File: src/rtl/lcd_sw_pkg.sv
// Shared definitions for the front-panel LCD/switch SPI master: FSM states,
// chip-select codes and default frame/clock settings.
package lcd_sw_pkg;

  localparam int CLK_DIV_DEF = 50;
  localparam int DATA_W_DEF  = 24;

  localparam logic [2:0] CS_LCD = 3'd0;
  localparam logic [2:0] CS_SW  = 3'd1;

  typedef enum logic [2:0] {
    ST_IDLE,
    ST_CS_SETUP,
    ST_SHIFT,
    ST_CS_HOLD,
    ST_DONE
  } spi_state_t;

endpackage

File: src/rtl/lcd_sw_spi_clkgen.sv
// Half-period counter for the SPI master: one tick every CLK_DIV enabled
// cycles, qualified into rising/falling SCLK strobes by the current SCLK level.
module lcd_sw_spi_clkgen
  import lcd_sw_pkg::*;
#(
  parameter int CLK_DIV = CLK_DIV_DEF
) (
  input  logic       clk,
  input  logic       rst_n,
  input  logic       en,
  input  logic       sclk,
  output logic       tick,
  output logic       rise,
  output logic       fall,
  output logic [7:0] phase
);

  localparam logic [7:0] LAST = 8'(CLK_DIV - 1);

  logic [7:0] cnt;

  // Counter restarts from zero whenever disabled so every phase is full length.
  always_ff @(posedge clk or negedge rst_n) begin
    if (!rst_n) begin
      cnt <= '0;
    end else if (!en || cnt == LAST) begin
      cnt <= '0;
    end else begin
      cnt <= cnt + 8'd1;
    end
  end

  assign tick  = en && (cnt == LAST);
  assign rise  = tick && !sclk;
  assign fall  = tick && sclk;
  assign phase = cnt;

endmodule

File: src/rtl/lcd_sw_spi_master.sv
// 24-bit mode-3 SPI master for the US2066 OLED (CS0) and switch expander (CS1).
// Optional `SPI_MISO_SYNC_EN adds a 2-flop synchronizer on i_miso.
module lcd_sw_spi_master
  import lcd_sw_pkg::*;
#(
  parameter int CLK_DIV = CLK_DIV_DEF,
  parameter int DATA_W  = DATA_W_DEF
) (
  input  logic              i_clk,
  input  logic              i_rst,
  input  logic              i_spi_start,
  input  logic [DATA_W-1:0] i_mosi_data,
  input  logic [2:0]        i_cs_sel,
  input  logic              i_miso,
  output logic              o_sclk,
  output logic              o_mosi,
  output logic [1:0]        o_cs_n,
  output logic [DATA_W-1:0] o_miso_data,
  output logic              o_busy,
  output logic              o_done,
  output spi_state_t        o_state
);

  localparam int BW = $clog2(DATA_W + 1);
  localparam logic [BW-1:0] LAST_BIT = BW'(DATA_W - 1);

  spi_state_t        state, state_nxt;
  logic [DATA_W-1:0] tx_sr, rx_sr, miso_q;
  logic [2:0]        sel_q;
  logic [BW-1:0]     bit_cnt;
  logic              sclk_q;
  logic              cnt_en, tick, rise, fall;
  logic [7:0]        phase;
  logic              miso_bit, sample;

  lcd_sw_spi_clkgen #(.CLK_DIV(CLK_DIV)) u_clkgen (
    .clk   (i_clk),
    .rst_n (i_rst),
    .en    (cnt_en),
    .sclk  (sclk_q),
    .tick  (tick),
    .rise  (rise),
    .fall  (fall),
    .phase (phase)
  );

`ifdef SPI_MISO_SYNC_EN
  logic [1:0] miso_sync;
  always_ff @(posedge i_clk or negedge i_rst) begin
    if (!i_rst) miso_sync <= '0;
    else        miso_sync <= {miso_sync[0], i_miso};
  end
  assign miso_bit = miso_sync[1];
  // Two cycles late, so the bit taken here is the one present in high-phase cycle 0.
  assign sample   = (state == ST_SHIFT) && sclk_q && (phase == 8'd2);
`else
  assign miso_bit = i_miso;
  assign sample   = (state == ST_SHIFT) && sclk_q && (phase == 8'd0);
`endif

  always_ff @(posedge i_clk or negedge i_rst) begin
    if (!i_rst) state <= ST_IDLE;
    else        state <= state_nxt;
  end

  // Start handshake: i_spi_start is taken only in IDLE (o_busy=0, o_done=0);
  // a request at any other time is dropped, never queued.
  always_comb begin
    state_nxt = state;
    cnt_en    = 1'b0;
    o_done    = 1'b0;
    unique case (state)
      ST_IDLE:     if (i_spi_start) state_nxt = ST_CS_SETUP;
      ST_CS_SETUP: begin
        cnt_en = 1'b1;
        if (tick) state_nxt = ST_SHIFT;
      end
      ST_SHIFT: begin
        cnt_en = 1'b1;
        if (fall && bit_cnt == LAST_BIT) state_nxt = ST_CS_HOLD;
      end
      ST_CS_HOLD: begin
        cnt_en = 1'b1;
        if (tick) state_nxt = ST_DONE;
      end
      ST_DONE: begin
        o_done    = 1'b1;
        state_nxt = ST_IDLE;
      end
      default: state_nxt = ST_IDLE;
    endcase
  end

  always_ff @(posedge i_clk or negedge i_rst) begin
    if (!i_rst) begin
      tx_sr   <= '0;
      rx_sr   <= '0;
      miso_q  <= '0;
      sel_q   <= '0;
      bit_cnt <= '0;
      sclk_q  <= 1'b1;
    end else begin
      unique case (state)
        ST_IDLE: if (i_spi_start) begin
          tx_sr   <= i_mosi_data;
          sel_q   <= i_cs_sel;
          rx_sr   <= '0;
          bit_cnt <= '0;
        end
        ST_CS_SETUP: if (tick) sclk_q <= 1'b0;
        ST_SHIFT: begin
          if (sample) rx_sr <= {rx_sr[DATA_W-2:0], miso_bit};
          if (rise) sclk_q <= 1'b1;
          // The last high phase leaves SCLK high and MOSI on the final bit.
          if (fall && bit_cnt != LAST_BIT) begin
            sclk_q  <= 1'b0;
            tx_sr   <= {tx_sr[DATA_W-2:0], 1'b0};
            bit_cnt <= bit_cnt + 1'b1;
          end
        end
        ST_CS_HOLD: if (tick) miso_q <= rx_sr;
        default: ;
      endcase
    end
  end

  assign o_busy      = cnt_en;
  assign o_sclk      = sclk_q;
  assign o_mosi      = tx_sr[DATA_W-1];
  assign o_miso_data = miso_q;
  assign o_state     = state;
  assign o_cs_n      = !cnt_en           ? 2'b11 :
                       (sel_q == CS_LCD) ? 2'b10 :
                       (sel_q == CS_SW)  ? 2'b01 : 2'b11;

endmodule

File: config.mk
export PLATFORM = sky130hd
export DESIGN_NAME = lcd_sw_spi_master
export DESIGN_NICKNAME = d
export VERILOG_FILES = /design/src/rtl/lcd_sw_pkg.sv /design/src/rtl/lcd_sw_spi_clkgen.sv /design/src/rtl/lcd_sw_spi_master.sv
export SDC_FILE = /design/constraint.sdc
export NUM_CORES = 1
export LEC_CHECK = 0
export CORE_UTILIZATION = 55
export CTS_CLUSTER_SIZE = 40
export DETAILED_ROUTE_END_ITERATION = 6
export DONT_BUFFER_PORTS = 1
export PLACE_DENSITY = 0.73
export SLEW_MARGIN = 15
export SYNTH_ARGS = -nofsm -noshare
export SYNTH_HDL_FRONTEND = slang
export SYNTH_SLANG_ARGS = --single-unit
File: constraint.sdc
create_clock -name i_clk -period 3.6 [get_ports i_clk]
set_clock_uncertainty 0.15 [all_clocks]
set_input_delay 0.36 -clock i_clk [delete_from_list [all_inputs] [get_ports i_clk]]
set_output_delay 0.36 -clock i_clk [all_outputs]
set_load 0.02 [all_outputs]
# Word-level counts from Yosys, hierarchy flattened

Index checks and enable logic that the tools add are counted.
Widths: inputs -> output; s select.

Register bits after elaboration: 92
Input port bits: 31
Output and inout bits: 33
Logic and storage cells: 71

Add/subtract/negate cells: 2
Equal/unequal tests: 15
Mux-type cells: 24
Reduce and logical (&&, ||, !) cells: 22

Operator list:

| kind                | count |
|---|---|
| $mux 24             | 4 |
| $pmux 24 s2         | 2 |
| $mux 3              | 4 |
| $pmux 3 s4          | 1 |
| $mux 5              | 2 |
| $pmux 5 s2          | 1 |
| $reduce_and 3->1    | 3 |
| $add 8x1->8 const B | 1 |
| $eq 8x6->1 const B  | 1 |
| $logic_not 8->1     | 1 |
| $mux 8              | 1 |
| $ne 2x1->1 const B  | 4 |
| $logic_and 1x1->1   | 7 |
| $eq 3x1->1 const B  | 2 |
| $eq 3x2->1 const B  | 2 |
| $logic_not 3->1     | 2 |
| $mux 2              | 3 |
| $add 5x1->5 const B | 1 |
| $eq 5x5->1 const B  | 1 |
| $mux 1              | 5 |
| $ne 5x5->1 const B  | 1 |
| $ne 2x2->1 const B  | 2 |
| $reduce_and 2->1    | 2 |
| $reduce_and 4->1    | 1 |
| 7 further kinds     | 9 |

# Depth between registers and ports, before layout

Depth in word-level cells: 8
Gate-level depth with buffers: 9
Depth with buffers taken out: 7

# Modules after synthesis

Synthesis repeated with hierarchy kept, for this count alone.

Cell total of the unflattened synthesis: 348
Area total of the unflattened synthesis: 4091.4 um2

Modules (own cells, without submodules):

| module            | times used | cells each | area each (um2) | sequential area each (um2) |
|---|---|---|---|---|
| lcd_sw_spi_master | 1          | 308        | 3657.3          | 2103.3 |
| lcd_sw_spi_clkgen | 1          | 40         | 434.2           | 200.2 |

# Worst setup path before layout

No wires, ideal clock.

Path kind: register to register
Start: register u_clkgen.cnt[3] (netlist: u_clkgen.phase[3])
End: register miso_q[12] (netlist: o_miso_data[12])
Setup time: 128 ps
Data arrival time: 1848 ps
Data required time: 3322 ps
Setup slack: 1474 ps
Cell stages (with the launch flop): 8
Buffers on the path: 3
Clock period less this slack: 2126 ps
Path through: dfrtp_1 > nor4_2 > and4_1 > buf_6 > and3_1 > buf_4 > buf_4 > mux2_1

Longest elaborated chain between the ends: 3

RTL lines:

| what                              | line                     | RTL |
|---|---|---|
| start: declaration                | lcd_sw_spi_clkgen.sv:20  | `logic [7:0] cnt;` |
| start signal: assignment          | lcd_sw_spi_clkgen.sv:29  | `cnt <= cnt + 8'd1;` |
| $eq 8x6->1                        | lcd_sw_spi_clkgen.sv:33  | `assign tick = en && (cnt == LAST);` |
| $logic_and 1x1->1                 | lcd_sw_spi_clkgen.sv:33  |  |
| $reduce_and 2->1 (no source line) | --                       |  |
| end signal: assignment            | lcd_sw_spi_master.sv:121 | `ST_CS_HOLD: if (tick) miso_q <= rx_sr;` |
| end: declaration                  | lcd_sw_spi_master.sv:28  | `logic [DATA_W-1:0] tx_sr, rx_sr, miso_q;` |

No other way between the ends.
A chain may end at the register's enable or synchronous reset.

# Worst setup path after layout

Start: register u_clkgen.cnt[3] (netlist: u_clkgen.phase[3])
End: register tx_sr[17]

Longest elaborated chain between the ends: 6

RTL lines:

| what                              | line                     | RTL |
|---|---|---|
| $eq 8x6->1                        | lcd_sw_spi_clkgen.sv:33  |  |
| $logic_and 1x1->1                 | lcd_sw_spi_clkgen.sv:33  |  |
| $logic_and 1x1->1                 | lcd_sw_spi_clkgen.sv:35  | `assign fall = tick && sclk;` |
| $logic_and 1x1->1                 | lcd_sw_spi_master.sv:115 | `if (fall && bit_cnt != LAST_BIT) begin` |
| $ne 2x1->1 (no source line)       | --                       |  |
| $reduce_and 3->1 (no source line) | --                       |  |
| end signal: assignment            | lcd_sw_spi_master.sv:105 | `tx_sr <= i_mosi_data;` |
| end signal: assignment            | lcd_sw_spi_master.sv:117 | `tx_sr <= {tx_sr[DATA_W-2:0], 1'b0};` |
| end: declaration                  | lcd_sw_spi_master.sv:28  |  |

No other way between the ends.

==> qor.tcl <==
set qor(grt.overflow.total) 0
set qor(timing_worst_slew_pin_value_ns) 1.020
set qor(cts.sinks) 92
set qor(clk_transition_reported_paths_ns) 0.09
set qor(post_drt_via_cell_ratio) 5.708
set qor(hpwlAfterDp_mm) 4.488
set qor(initial_cell_density_of_the_core_pct) 57.79
set qor(timing.setup.critical_path_class) {flip-flop to flip-flop}
set qor(worstPathBufferInverterCount) 0
set qor(initial_antenna_violation_count) 0
set qor(crit_slowest_cell) {sky130_fd_sc_hd__a21oi_4}
set qor(cp_data_required_time_ns) 3.74
set qor(synth-seq-cells) 92
set qor(maxCapViolations) 0
set qor(fillers) 592
set qor(syn_inst) 345
set qor(critPathMaxStageDelay_ns) 0.59
set qor(number_of_enable_type_register_cells_in_the_synthesized_netlist) 0
set qor(layout.cells.most_common_list) {sky130_fd_sc_hd__dfrtp_1 (91), sky130_fd_sc_hd__nand2_1 (57), sky130_fd_sc_hd__o21ai_0 (24), sky130_fd_sc_hd__nand2b_1 (24), sky130_fd_sc_hd__mux2_1 (19)}
set qor(hp-class) {input pin to flip-flop}
set qor(place.gp.congestion) 0.8226
set qor(postCtsHoldBufs) 7
set qor(synthDistinctLibCells) 43
set qor(area_growth_pct) 8.307
set qor(max_clk_rate_mhz) 375.1
set qor(cts_tree) {yes}
set qor(synth_area_per_cell_um2) 11.57
set qor(status) {completed}
set qor(timing.reg2reg.worst_path_depth) 5
set qor(drtIter0Drc) 159
set qor(max-slew-margin-rel_pct) 32.00
set qor(layout_min_cycle_time_ns) 2.666
set qor(slew_viol_final) 0
set qor(mostFrequentLayoutCell) {sky130_fd_sc_hd__dfrtp_1}
set qor(max-clock-path-buffers) 2
set qor(htreeDepth) 3
set qor(final-setup-viol-count) 0
set qor(worst-path-stages) 5
set qor(grt_pass1_vias) 2551
set qor(number_of_antenna_violating_nets_in_the_routed_design) 0
set qor(vdd_ir_drop_max_v) 0.0003019
set qor(die_w_um) 87.19
set qor(fin_setup_tns_ns) 0
set qor(final_layout_size_suffix_gt1_share_pct) 11.93
set qor(ff_latch_area_mm2) 0.002303
set qor(crit_path_leading_delay_family) {simple AND/OR/NAND/NOR gates}
set qor(cts.repair.resized) 0
set qor(mappedNetlistNets) 380
set qor(layout.nets) 382
set qor(timing.critical_path.cells) {nor4_2, and4_1, nand4b_4, a21oi_4, o221a_1}
set qor(antenna_cells) 0
set qor(syn-cell-area_mm2) 0.003991
set qor(detailroute.via_count) 2557
set qor(worst-endpoint-arrival_ns) 2.81
set qor(dominantRegCellSynth) {sky130_fd_sc_hd__dfrtp_1}
set qor(num_rows) 30
set qor(cts_inserted_buffers) 9
set qor(fin_total_pwr_mw) 2.171
set qor(crit_path_start_kind) {flip-flop}
set qor(synth-seq-area-share_pct) 57.71
set qor(final_min_period_over_clock_period_pct) 74.05
set qor(post_cts.repair.setup_buffers) 0
set qor(final_core_utilization_pct) 62.59
set qor(grt_first_pass_wirelength_mm) 12.30
set qor(endpoint_kind) {flip-flop}
set qor(worstHoldPathCells) 2
set qor(worst-path-max-fanout) 26
set qor(detail_route.wirelength_mm) 7.050
set qor(floorplan.die_area_mm2) 0.007601
set qor(power.static_leakage_nw) 1.907
set qor(grt_max_degree) 93
set qor(timing.final.hold_violations) 0
set qor(place.port_buffers) 0
set qor(yosysWarningCount) 0
set qor(wire_per_inst_um) 15.74
set qor(drt_first_pass_iters) 4
set qor(grt_use_total_pct) 21.21
set qor(synth_async_sr_flop_share_pct) 100.0
set qor(drc) 0
set qor(setup_repair_after_global_routing_missed_its_margin) {false}
set qor(power_density_mw_per_mm2) 502.3
set qor(top_level_ports) 64
set qor(die_h_um) 87.19
set qor(multi_input_comb_area_mm2) 0.001567
set qor(worstSkewPairLatency_ns) 0.36
set qor(core_mm2) 0.006907
set qor(cts_root_buffer) {sky130_fd_sc_hd__clkbuf_8}
## per-layer routing
layer,vias up,track usage [%],wire (um)
met1,1272,27.86,3227
li1,1211,-,-
met3,9,6.635,385
met4,0,7.154,95
met5,-,0,0
met2,65,33.64,3342
## path summary, 6_finish.rpt
kind                       slack (ns)                         from                    end
setup / recovery                 0.93  u_clkgen.phase[3]$_DFF_PN0_  tx_sr[17]$_DFFE_PN0P_
min in group asynchronous        0.43                        i_rst  rx_sr[19]$_DFFE_PN0P_
setup reg to reg                 0.93  u_clkgen.phase[3]$_DFF_PN0_  tx_sr[17]$_DFFE_PN0P_
max in group asynchronous        2.49                        i_rst     o_sclk$_DFFE_PN1P_
hold reg to reg                  0.36        rx_sr[23]$_DFFE_PN0P_  rx_sr[23]$_DFFE_PN0P_
hold / removal                   0.10               i_mosi_data[3]   tx_sr[3]$_DFFE_PN0P_
## cells in the mapped netlist (2+ instances only)
library cell	instances	area (um^2)
sky130_fd_sc_hd__and3_1	8	50.05
sky130_fd_sc_hd__nand2_1	57	214.0
sky130_fd_sc_hd__buf_6	3	33.78
sky130_fd_sc_hd__nand3_1	7	35.03
sky130_fd_sc_hd__nor2_1	14	52.55
sky130_fd_sc_hd__dfrtp_1	91	2277
sky130_fd_sc_hd__inv_1	6	22.52
sky130_fd_sc_hd__nor3_1	2	10.01
sky130_fd_sc_hd__o221a_2	6	67.56
sky130_fd_sc_hd__o21ai_1	4	20.02
sky130_fd_sc_hd__o21ai_0	24	120.1
sky130_fd_sc_hd__and4_1	2	17.52
sky130_fd_sc_hd__nor2b_1	2	12.51
sky130_fd_sc_hd__ha_1	4	50.05
sky130_fd_sc_hd__nand2b_1	24	150.1
sky130_fd_sc_hd__xor2_1	3	26.28
sky130_fd_sc_hd__o211ai_1	2	15.01
sky130_fd_sc_hd__mux2_2	8	90.09
sky130_fd_sc_hd__mux2_1	19	214.0
sky130_fd_sc_hd__clkbuf_1	7	26.28
sky130_fd_sc_hd__nand4_1	3	18.77
sky130_fd_sc_hd__buf_2	6	30.03
sky130_fd_sc_hd__o221a_1	17	191.4
sky130_fd_sc_hd__buf_4	3	22.52
sky130_fd_sc_hd__xnor2_1	4	35.03
sky130_fd_sc_hd__a31oi_1	2	12.51
## layout make-up
| class | instances | area share [%] |
|---|---|---|
| Inverter | 6 | 0.5210 |
| Clock buffer | 11 | 3.502 |
| Clock inverter | 5 | 0.9551 |
| Timing Repair Buffer | 11 | 2.721 |
| Tap cell | 96 | 2.779 |
| Multi-Input combinational cell | 227 | 36.24 |
| Sequential cell | 92 | 53.29 |
## sequential cells by signal, summed over array words and instances (netlist names)
signal / flops
tx_sr: 24
bit_cnt: 5
o_sclk: 1
sel_q: 3
o_state: 3
o_miso_data: 24
rx_sr: 24
u_clkgen.phase: 8
## metrics by stage
stage	hold WS, ns	cell area (um^2)	worst slack [ns]	cells
6_report	0.1050	4323	0.9341	448
3_3_place_gp	-0.08389	4043	0.9788	425
3_5_place_dp	-0.08348	4043	0.9421	425
2_1_floorplan	-0.08559	3991	1.474	345
4_1_cts	0.08837	4323	0.9224	448
5_1_grt	0.09393	4323	0.6932	448
## cell families after synthesis
kind of cell | share of synthesized area [%]
xor gates and xnor gates | 1.536
and+or+nand+nor | 15.74
DFF | 57.71
AOI/OAI and AO/OA | 12.41
adders and majority gates | 1.254
buffers and inverters | 3.480
muxes | 7.869
## power by group
part	internal, mW	leakage [nW]	switching (mW)
combinational	0.142	0.622	0.122
sequential	1.15	1.19	0.0952
clock	0.297	0.0983	0.369
total	1.59	1.91	0.586
No activity file was read; power rests on OpenSTA's default activity.
